### src/rtl/bias_fetch_ctrl.sv
// bias_fetch_ctrl: walks a contiguous run of bias-ROM words for one layer,
// holds each fetched word stable on bias_out_o and releases it to the
// convolution controller through a valid/next handshake.
module bias_fetch_ctrl #(
  parameter int dwidth = 16,
  parameter int PE_Num = 8,
  parameter int AWIDTH = 5
) (
  input  logic                       clk,
  input  logic                       rst_n,
  input  logic                       start_i,
  input  logic [AWIDTH-1:0]          base_addr_i,
  input  logic [AWIDTH-1:0]          group_cnt_i,
  input  logic                       next_i,
  input  logic                       abort_i,
  output logic [AWIDTH-1:0]          rom_bias_raddr_o,
  input  logic [PE_Num*dwidth-1:0]   rom_bias_i,
  output logic [PE_Num*dwidth-1:0]   bias_out_o,
  output logic                       bias_valid_o,
  output logic [AWIDTH-1:0]          group_idx_o,
  output logic                       busy_o,
  output logic                       done_o
);

  localparam int BW = PE_Num * dwidth;

  typedef enum logic [2:0] {
    S_IDLE,
    S_ADDR,
    S_WAIT,
    S_HOLD,
    S_DONE
  } state_t;

  state_t            state_q;
  logic [AWIDTH-1:0] raddr_q;
  logic [AWIDTH-1:0] cnt_q;
  logic [AWIDTH-1:0] idx_q;
  logic [BW-1:0]     bias_q;
  logic              valid_q;
  logic              busy_q;
  logic              done_q;

  // Index of the final group of the latched layer; cnt_q is never 0 while
  // a layer is in flight because a zero-group start bypasses the fetch loop.
  logic [AWIDTH-1:0] last_idx_d;
  assign last_idx_d = cnt_q - AWIDTH'(1);

  // Sequencer FSM; every output is a register updated here.
  always_ff @(posedge clk or negedge rst_n) begin
    if (!rst_n) begin
      state_q <= S_IDLE;
      raddr_q <= '0;
      cnt_q   <= '0;
      idx_q   <= '0;
      bias_q  <= '0;
      valid_q <= 1'b0;
      busy_q  <= 1'b0;
      done_q  <= 1'b0;
    end else if (abort_i) begin
      // Cancel without a done pulse; address and held word stay put.
      state_q <= S_IDLE;
      valid_q <= 1'b0;
      busy_q  <= 1'b0;
      done_q  <= 1'b0;
    end else begin
      case (state_q)
        S_IDLE: begin
          done_q <= 1'b0;
          if (start_i) begin
            busy_q <= 1'b1;
            if (group_cnt_i != '0) begin
              cnt_q   <= group_cnt_i;
              raddr_q <= base_addr_i;
              idx_q   <= '0;
              state_q <= S_ADDR;
            end else begin
              // Empty layer: no ROM access, just report completion.
              done_q  <= 1'b1;
              state_q <= S_DONE;
            end
          end
        end
        S_ADDR: begin
          // ROM registers the address on this edge.
          state_q <= S_WAIT;
        end
        S_WAIT: begin
          bias_q  <= rom_bias_i;
          valid_q <= 1'b1;
          state_q <= S_HOLD;
        end
        S_HOLD: begin
          if (next_i) begin
            valid_q <= 1'b0;
            if (idx_q == last_idx_d) begin
              done_q  <= 1'b1;
              state_q <= S_DONE;
            end else begin
              raddr_q <= raddr_q + AWIDTH'(1);
              idx_q   <= idx_q + AWIDTH'(1);
              state_q <= S_ADDR;
            end
          end
        end
        S_DONE: begin
          done_q  <= 1'b0;
          busy_q  <= 1'b0;
          state_q <= S_IDLE;
        end
        default: begin
          valid_q <= 1'b0;
          busy_q  <= 1'b0;
          done_q  <= 1'b0;
          state_q <= S_IDLE;
        end
      endcase
    end
  end

  assign rom_bias_raddr_o = raddr_q;
  assign bias_out_o       = bias_q;
  assign bias_valid_o     = valid_q;
  assign group_idx_o      = idx_q;
  assign busy_o           = busy_q;
  assign done_o           = done_q;

endmodule
### config.mk
export PLATFORM = sky130hd
export DESIGN_NAME = bias_fetch_ctrl
export DESIGN_NICKNAME = d
export VERILOG_FILES = /design/src/rtl/bias_fetch_ctrl.sv
export SDC_FILE = /design/constraint.sdc
export NUM_CORES = 1
export LEC_CHECK = 0
export ABC_AREA = 0
export CAP_MARGIN = 20
export CORE_UTILIZATION = 44
export CTS_CLUSTER_SIZE = 24
export DETAILED_ROUTE_END_ITERATION = 10
export PLACE_DENSITY_LB_ADDON = 0.05
export SETUP_SLACK_MARGIN = 0.5
export SLEW_MARGIN = 0
export SYNTH_ARGS = -nofsm -noshare
export SYNTH_HDL_FRONTEND = slang
export SYNTH_SLANG_ARGS = --single-unit
### constraint.sdc
create_clock -name clk -period 3.28 [get_ports clk]
set_input_delay 0.984 -clock clk [delete_from_list [all_inputs] [get_ports clk]]
set_output_delay 0.984 -clock clk [all_outputs]
set_load 0.1 [all_outputs]
Yosys cells after proc, flatten, opt, wreduce, memory -nomap -nowiden
Cells that the tools add are included.
{ "classes": {"n_addsub": 3, "n_shift": 0, "div": 0, "n_reduce_logical": 13, "mux": 28, "n_mul": 0, "n_lt_le_gt_ge": 0, "n_bitwise": 1, "n_eq_ne": 15} }
{ "op_table": {"columns": ["operator", "n"], "rows": [
  ["5-bit 2-to-1 mux", 8],
  ["5-bit one-hot mux with 2 select lines", 2],
  ["3-bit 2-to-1 mux", 5],
  ["3-bit one-hot mux with 4 select lines", 1],
  ["5-bit by 1-bit adder with 5-bit output (second input constant)", 2],
  ["1-bit 2-to-1 mux", 9],
  ["3-bit inequality test (second input constant)", 3],
  ["2-bit inequality test (second input constant)", 4],
  ["2-bit AND reduction", 4],
  ["3-bit by 2-bit equality test with 1-bit output (second input constant)", 2],
  ["2-bit by 1-bit inequality test with 1-bit output (second input constant)", 3],
  ["1-bit one-hot mux with 3 select lines", 2],
  ["6-bit AND reduction", 1],
  ["3-bit OR reduction", 2],
  ["5-bit equality test", 1],
  ["5-bit nonzero test", 1],
  ["5-bit by 1-bit subtractor with 5-bit output (second input constant)", 1],
  ["4-bit AND reduction", 1],
  ["3-bit by 1-bit equality test with 1-bit output (second input constant)", 1],
  ["3-bit equality test (second input constant)", 1],
  ["3-bit logical NOT", 1],
  ["3-bit AND reduction", 1],
  ["1-bit one-hot mux with 2 select lines", 1],
  ["2-bit nonzero test", 1],
  ["2 further kinds", 2]
]} }
{ "word_totals": {"ram_bits": 0, "output_inout_bits": 141, "regBits": 149, "latch_bits": 0, "input_bits": 143, "rom_bits": 0, "word_cells": 68, "mem_count": 0} }

Logic depth before layout (Yosys ltp)
{ "logic_depth": {"depth_word": 6, "mapped_depth": 7, "depth_no_buf": 7} }

Least setup slack after synthesis
Ideal clock, no wire load.
{ "synth_path": {"path_kind": "register to register", "start": "register idx_q[2], in the netlist group_idx_o[2]", "end": "register raddr_q[1], in the netlist rom_bias_raddr_o[1]", "setup_ns": 0.122, "synth_period_minus_slack_ns": 2.391, "stages_incl_launch_ff": 6, "setup_slack_ns": 0.889, "arrival_time_ns": 2.269, "path_buffers": 0, "required_ns": 3.158, "path_cell_list": "dfrtp_1 nor2b_1 or3_4 a311oi_4 a21oi_2 o22a_2"} }
{ "synth_between": {"elab_chain_len": 3} }
{ "synth_rtl": {"columns": ["item", "line", "rtl"], "rows": [
  ["start, declared", "38", "logic [AWIDTH-1:0] idx_q;"],
  ["start signal, assigned", "101", "idx_q <= idx_q + AWIDTH'(1);"],
  ["5-bit equality test", "96", "if (idx_q == last_idx_d) begin"],
  ["2-bit inequality test (no source line)", null, null],
  ["6-bit AND reduction (no source line)", null, null],
  ["end signal, assigned", "74", "raddr_q <= base_addr_i;"],
  ["end signal, assigned", "100", "raddr_q <= raddr_q + AWIDTH'(1);"],
  ["end, declared", "36", "logic [AWIDTH-1:0] raddr_q;"]
]} }
Every way passes these cells.
A chain may end at the register's enable or synchronous reset.

Worst setup path after layout
{ "layout_path": {"start": "input port group_cnt_i[1]", "end": "register cnt_q[0]"} }
{ "layout_between": {"elab_chain_len": 2} }
{ "layout_rtl": {"columns": ["item", "line", "rtl"], "rows": [
  ["start, declared", "13", "input logic [AWIDTH-1:0] group_cnt_i,"],
  ["5-bit nonzero test", "72", "if (group_cnt_i != '0) begin"],
  ["4-bit AND reduction (no source line)", null, null],
  ["end signal, assigned", "73", "cnt_q <= group_cnt_i;"],
  ["end, declared", "37", "logic [AWIDTH-1:0] cnt_q;"]
]} }
Every way passes these cells.

==> results.yml <==
sta:
  finalSetupViolCount: 0
  clock_skew_ns: 0.00523
  hold_viol: 0
  finalCritPeriodShare: 0.791
  relSlewSlack: 0.552
  rsz0062_at_grt: "no"
  maxSlewViolCount: 0
  fin_crit_ns: 2.60
  fin_setup_tns_ns: 0
  fmax_mhz: 385
  worst_pin_slew_ns: 0.663
layout:
  layout-drive-gt1-share: 0.454
  area_growth_pct: 55.9
  n_antenna_cell: 0
  nets: 831
  final_core_util: 0.704
  fillers: 999
drt:
  vias_per_cell: 5.03
  wl_mm: 15.0
  wl_per_cell_um: 17.2
  drc: 0
  dr.pass1.iters: 4
  ant_nets: 0
  dr_total_vias: 4392
  drtIter0Drc: 139
logic_synthesis:
  yosys-mux-area-fraction: 0.250
  synth_warnings: 0
  synth.distinct_cells: 42
  syn_inst: 398
  synthSimpleGateAreaFrac: 0.0444
  synthXorXnorAreaFrac: 0.00732
  synth_fp_nets: 544
  synth-edff-count: 0
  synthAdderAreaFrac: 0.00628
  synth_ff_type: "dfrtp_1"
  synthArstFlopShare: 1.00
  synth_top_family_by_area: "multiplexers"
  syn-cell-area_mm2: 0.00598
  ys_ff_latch: 149
  syn_area_per_cell_um2: 15.0
  seq_area_frac_synth: 0.623
  synth-compound-area-share: 0.0492
worst_setup_path:
  rrSetupSlack_ns: 1.07
  path_class: "input port to register"
  r2r-end: "rom_bias_raddr_o[1]$_DFFE_PN0P_"
  setup.worst_path.start: "group_cnt_i[1]"
  crit_required_ns: 3.58
  crit_arrival_ns: 2.89
  r2r_cells: 7
  cp-end-kind: "register"
  worstSetupEndpoint: "cnt_q[0]$_DFFE_PN0P_"
  critPathMaxFanout: 9
  rr_startpoint: "cnt_q[0]$_DFFE_PN0P_"
  start_kind: "input port"
cts:
  clock_sinks: 149
  cts_hold_buf: 0
  cts_buffer_depth: 2
  clock_latency_ns: 0.41
  ctsResizeCount: 0
  cts_tree: "done"
  root_buffer: "clkbuf_16"
  cts_max_level: 4
  cts_setup_buffers: 0
  clk_pin_slew_ns: 0.06
  numCtsBuffers: 17
placement:
  io_buffers: 283
  place_congestion: 0.746
  dp_hpwl_mm: 11.0
global_routing:
  grt_max_degree: 86
  antenna_found_initial: 0
  grt_first_pass_wirelength_mm: 23.7
  grt_use_total: 0.222
  overflow: 0
  grt_pass1_vias: 4655
die:
  die_h_um: 119
  dieArea_mm2: 0.0141
  initial_core_util: 0.452
  rows: 42
  core_mm2: 0.0132
  die-width_um: 119
  io_pins: 284
min_path:
  hp-class: "register to register"
outcome:
  status: "completed"
job:
  drv_cap: 0
## flip-flops by register name (all words and copies together), names as in the netlist
register,count
bias_out_o,128
bias_valid_o,1
busy_o,1
cnt_q,5
done_o,1
group_idx_o,5
rom_bias_raddr_o,5
state_q,3
## cell usage after synthesis (5+ instances only)
library cell | count | area share
buf_2 | 17 | 0.014
a21oi_1 | 5 | 0.0042
o21ai_0 | 5 | 0.0042
nand2_1 | 5 | 0.0031
mux2_2 | 132 | 0.25
nand3_1 | 8 | 0.0067
nor2_1 | 8 | 0.0050
inv_1 | 6 | 0.0038
dfrtp_1 | 149 | 0.62
## kinds of logic after synthesis
group,count (synthesis)
xor gates and xnor gates,5
and+or+nand+nor,45
buffers and inverters,25
adders and majority gates,3
muxes,133
DFF,149
AOI/OAI and AO/OA,38
## area by class of cell
cell class | instances | area, um2 | area share
multi-input combinational | 224 | 2140 | 0.230
sequential | 149 | 3730 | 0.400
inverter | 6 | 22.5 | 0.00242
timing repair buffer | 287 | 2550 | 0.273
clock inverter | 12 | 201 | 0.0216
tap | 176 | 220 | 0.0236
clock buffer | 20 | 457 | 0.0490
## how the worst min path moves through the flow
stage / from / slack, ns / depth (start not counted) / to
final: done_o$_DFFE_PN0P_ / 0.49 / 1 / done_o$_DFFE_PN0P_
after global routing: bias_out_o[27]$_DFFE_PN0P_ / 0.51 / 1 / bias_out_o[27]$_DFFE_PN0P_
after CTS: done_o$_DFFE_PN0P_ / 0.50 / 1 / done_o$_DFFE_PN0P_
after detailed placement: done_o$_DFFE_PN0P_ / 0.48 / 1 / done_o$_DFFE_PN0P_
after global placement: done_o$_DFFE_PN0P_ / 0.48 / 1 / done_o$_DFFE_PN0P_
after floorplan: cnt_q[4]$_DFFE_PN0P_ / 0.50 / 1 / cnt_q[4]$_DFFE_PN0P_
## per-stage QoR
step / instances / hold WS (ns) / worst slack (ns) / cell area [um2]
floorplan: 398 / 0.501 / 0.889 / 5980
global placement: 842 / 0.481 / 0.291 / 8660
detailed placement: 842 / 0.485 / 0.288 / 8660
CTS: 874 / 0.498 / 0.728 / 9320
global route: 874 / 0.514 / 0.564 / 9320
finish: 874 / 0.494 / 0.685 / 9320
## critical path, cell delays in order
cell and delay [ns]:
clkdlybuf4s50_1 0.42, nor4_1 0.51, nand3_1 0.22, nand3_1 0.36
mux2_2 0.39
## per-layer routing
layer,share of wire,global-route usage
met1,0.38,0.240
met2,0.52,0.384
met3,0.080,0.0811
met4,0.026,0.104
met5,0,0
## placed cells by master (no fill, tap or decap), drive strengths merged, types with 5 or more instances in the layout
master / instances
dfrtp: 149
buf: 146
clkdlybuf4s50: 141
mux2: 132
clkbuf: 20
nor2: 8
nand3: 8
inv: 6
a21oi: 6
nand2: 5
o21ai: 5
bufinv: 5
clkinv: 5
Power is not shown: default switching activity piles up to over one toggle a cycle in this logic, so the estimate is an artifact.
==> variant 1: new RTL, same flow settings <==
Reset style: synchronous (`rst_n`), changed in one clocked block.
--- a/src/rtl/bias_fetch_ctrl.sv
+++ b/src/rtl/bias_fetch_ctrl.sv
@@ -48,5 +48,5 @@
 
   // Sequencer FSM; every output is a register updated here.
-  always_ff @(posedge clk or negedge rst_n) begin
+  always_ff @(posedge clk) begin
     if (!rst_n) begin
       state_q <= S_IDLE;
Behaviour: differs if rst_n is asserted again (counterexample within 4 cycles, from zero or initial values and one cycle with rst_n low); with rst_n held inactive, the same outputs for 4 cycles.
==> variant 1 against the original RTL <==
Sequential cell count did not move. Wire length grew 17%. Via count up 33%. First-iteration DRC count rose to 2.7 times the old value. Register-to-register slack got worse by 0.45 ns. Critical path type unchanged. Area after synthesis decreased by 1.2%. Setup slack worse by 0.080 ns. Global-route usage grew 3.4 points. Highest routed layer unchanged. Critical endpoint is now group_idx_o[2]. Non-clock buffer count rose by 5. Final area is 1.5% lower. Clock skew is 0.0028 ns higher.
Power is left out: it rests on default switching activity, and per cell area and clock period it moved more than threefold.
==> variant 1: results (changes against the original RTL) <==
status=finished, final reports clean (unchanged); Synth cell types=45 (was 42); number of global-route vias before repair=5758 (was 4655); wire per inst=15.2 um (was 17.2 um); Post-synth top cells=277 x nand2_1, 149 x dfxtp_1, 128 x a21boi_0 (was 149 x dfrtp_1, 132 x mux2_2, 17 x buf_2); final RePlAce weighted congestion=0.851 (was 0.746); CP max FO=5 (was 9); warnings from Yosys=0 (unchanged); Overall Global Routing Usage=25.6% (was 22.2%); Worst Path Arrival=2.97 ns (was 2.89 ns); Max transition margin=40.5% (was 55.2%); global-route wire length before repair=28100 um (was 23700 um); Layout Skew=0.00805 ns (was 0.00523 ns); initial DRC count=374 (was 139); Slowest cell on crit path=clkdlybuf4s50_1 (was nor4_1); diodes inserted=0 (unchanged); Pre-antenna DRT Iters=4 (unchanged); Final HPWL DP=12400 um (was 11000 um); share of synthesized registers carrying an async set or reset=0% (was 100%); FF-to-FF setup slack=0.62 ns (was 1.07 ns); fill cell count=1033 (was 999); Vias=5838 (was 4392); post-synthesis sequential area ratio=50.5% (was 62.3%); ranking of synthesized cells by area=dfxtp_1 50%, nand2_1 18%, a21boi_0 16% (was dfrtp_1 62%, mux2_2 25%, buf_2 1.4%); layout cells sized above 1=19.6% (was 45.4%); Synth Flop Type=dfxtp_1 (was dfrtp_1); Post-Syn Nets=854 (was 544); largest net degree at the start of global routing=87 (was 86); fin nets=1114 (was 831)
[variant 1: cell count changes in the layout (fill, tap and decap cells not counted), moves of 7 or more]
cell / unedited run / this run
mux2_2: 132 / 0
buf_4: 142 / 149
dfrtp_1: 149 / 0
nand2_1: 5 / 277
a21boi_0: 0 / 128
dfxtp_1: 0 / 149
[variant 1: final timing paths]
check	start	endpoint	depth (start not counted)
max reg2reg	cnt_q[0]	state_q[0]	8
min reg2reg	bias_out_o[15]	bias_out_o[15]	2
min	bias_out_o[15]	bias_out_o[15]	2
max	start_i	group_idx_o[2]	6
[variant 1: worst reg2reg max path, cell delays in order, from the launching register on]
cell and delay (ns):
dfxtp_1 0.42, inv_1 0.08, ha_1 0.24, nor2b_1 0.13, or3_1 0.35, a311oi_1 0.76
buf_4 0.30, o21ai_0 0.09, a21o_1 0.18
[variant 1: cell type report]
type / instances / area share [%]
flip-flops and latches: 149 / 32.5
multi-input cells: 504 / 29.7
repair buffers: 292 / 28.0
clock buffers: 25 / 5.73
well taps: 172 / 2.34
clock inverters: 7 / 1.51
inverters: 4 / 0.164
[variant 1: routing by layer]
metal / wire length [um] / track usage (%) / up-vias
met4: 803 / 15.5 / 0
met2: 8810 / 44.4 / 240
li1: - / - / 2862
met3: 1530 / 9.11 / 56
met1: 6380 / 26.4 / 2680
met5: 0 / 0 / -
[variant 1: through the flow]
stage          hold slack [ns]  area, um2  std cells  setup WS [ns]
3_3_place_gp             0.452       8500       1121          0.129
6_report                 0.465       9180       1153          0.605
2_1_floorplan            0.507       5910        708          0.598
4_1_cts                  0.469       9170       1153          0.519
5_1_grt                  0.484       9180       1153          0.521
3_5_place_dp             0.459       8500       1121         0.0564
[variant 1: repair_timing]
action	CTS	global route
resized for setup	1	3
endpoints found under the setup margin	1	3
hold buffers	0	0
[variant 1: cell families (layout without fill, tap and decap cells)]
| family | after synthesis | count (layout) | synth area share [%] |
|---|---|---|---|
| AO/OA/AOI/OAI | 156 | 156 | 19.6 |
| XOR/XNOR | 5 | 5 | 0.742 |
| adder cells (fa/ha/maj) | 3 | 3 | 0.636 |
| buffers and inverters | 55 | 328 | 3.69 |
| flip-flops | 149 | 149 | 50.5 |
| multiplexers | 7 | 7 | 1.19 |
| AND/OR/NAND/NOR | 333 | 333 | 23.6 |
==> variant 2: new RTL, same flow settings <==
Made on the original files. Set the parameter `dwidth` to 18 (it was 16).
--- a/src/rtl/bias_fetch_ctrl.sv
+++ b/src/rtl/bias_fetch_ctrl.sv
@@ -3,5 +3,5 @@
 // convolution controller through a valid/next handshake.
 module bias_fetch_ctrl #(
-  parameter int dwidth = 16,
+  parameter int dwidth = 18,
   parameter int PE_Num = 8,
   parameter int AWIDTH = 5
Interface: changed (resized bias_out_o and rom_bias_i); port bits go from 284 to 316. The function was not compared with the original's and may differ.
==> variant 2 against the original RTL <==
Count of clock-buffer cells in the layout is 3 higher. Via count is 11% higher. Sequential cell count is 16 higher. Setup slack better by 0.018 ns. Critical path depth stayed put. Global-route usage is 1.7 points higher. Area after synthesis is 10% higher. Final area is 9.0% higher. Wire length is 16% higher. Critical path type unchanged.
Power is left out: the tool's default activity adds up to more than one toggle a clock period on the data nets, which glitch-free logic cannot reach.
==> variant 2: results (changes against the original RTL) <==
FF-to-FF setup slack=1.05 ns (was 1.07 ns); layout cells sized above 1=46.2% (was 45.4%); CP max FO=9 (unchanged); ranking of synthesized cells by area=dfrtp_1 63%, mux2_2 25%, buf_2 0.99% (was dfrtp_1 62%, mux2_2 25%, buf_2 1.4%); IO buf count=315 (was 283); CTS Buf Count=17 (unchanged); post-synthesis sequential area ratio=62.7% (was 62.3%); Clock Latency Late Sink=around 0.42 ns; Post-synth top cells=165 x dfrtp_1, 148 x mux2_2, 13 x buf_2 (was 149 x dfrtp_1, 132 x mux2_2, 17 x buf_2); final RePlAce weighted congestion=0.860 (was 0.746); HP Class=reg -> reg (unchanged); Pre-antenna DRT Iters=4 (unchanged); number of flip-flops in the largest register=144 (was 128); Setup crit end=cnt_q[0] (unchanged); R2R Path End=rom_bias_raddr_o[0] (was rom_bias_raddr_o[1]); via-per-instance ratio=5.08 (was 5.03); clk buf depth=2 (unchanged); hold path endpoint=done_o (unchanged); initial DRC count=228 (was 139); status=finished, final reports clean (unchanged); Synth cell types=43 (was 42); global-route wire length before repair=28500 um (was 23700 um); wire per inst=18.2 um (was 17.2 um); fill cell count=1055 (was 999); largest net degree at the start of global routing=68 (was 86); number of global-route vias before repair=5048 (was 4655); fin nets=919 (was 831); Worst Path Arrival=2.88 ns (was 2.89 ns); initial antenna violation count=1 (was 0); Worst path max stage delay=0.47 ns (was 0.51 ns); Final HPWL DP=13300 um (was 11000 um); Slowest cell on crit path=nor4_1 (unchanged); FF-to-FF path depth=7 (unchanged); share of synthesized registers carrying an async set or reset=100% (unchanged); Layout Skew=0.00649 ns (was 0.00523 ns); hold-critical path depth=1 (unchanged); Overall Global Routing Usage=23.8% (was 22.2%); Post-Syn Nets=594 (was 544); Root Driver=clkbuf_16 (unchanged); Worst-Margin Slew=0.691 ns (was 0.663 ns); warnings from Yosys=0 (unchanged); Critical Path Start=group_cnt_i[1] (unchanged)
==> variant 2: cell types whose count changed after synthesis <==
cell | before | now
dfrtp_1 | 149 | 165
mux2_2 | 132 | 148
buf_4 | 0 | 6
buf_2 | 17 | 13
==> variant 2: cell type report <==
type                    instances  area [um2]  area share [%]
multi-input cells             240        2320            22.9
diodes                          1        2.50          0.0246
well taps                     184         230            2.27
inverters                       6        22.5           0.222
clock buffers                  23         488            4.80
repair buffers                327        2910            28.7
clock inverters                 9        52.6           0.517
flip-flops and latches        165        4130            40.6
==> variant 2: cell families (layout without fill, tap and decap cells) <==
family                     Yosys count  after routing  synth area share [%]
xor gates and xnor gates             5              5                 0.665
DFF                                165            165                  62.7
muxes                              149            149                  25.5
AOI/OAI and AO/OA                   38             38                  4.46
buffers and inverters               27            365                  2.13
and+or+nand+nor                     45             45                  4.03
adders and majority gates            3              3                 0.570
other                                0              1                     0
==> variant 2: per-layer routing <==
metal / share of wire, % / GRT usage (%)
met3: 7.9 / 7.73
met1: 39 / 28.0
met4: 2.8 / 10.1
met5: 0 / 0
met2: 51 / 40.0
==> variant 2: repair_timing <==
action,4_1_cts,5_1_grt
buffers inserted,0,2
gates resized for setup,0,0
hold endpoints to repair,0,0
endpoints found under the setup margin,0,18
hold buffers,0,0
==> variant 2: stage by stage <==
stage	area, um2	hold slack [ns]	worst slack [ns]	cells
final	10200	0.498	0.703	955
after global routing	10200	0.519	0.564	955
after CTS	10100	0.504	0.657	952
after detailed placement	9610	0.487	0.227	920
after global placement	9610	0.485	0.323	920
after floorplan	6590	0.501	0.889	432
==> variant 2: worst max-delay path, delay by kind of cell <==
kind / cells / cell delay, ns
simple gates: 3 / 1.08
buf+inv: 1 / 0.43
mux: 1 / 0.38
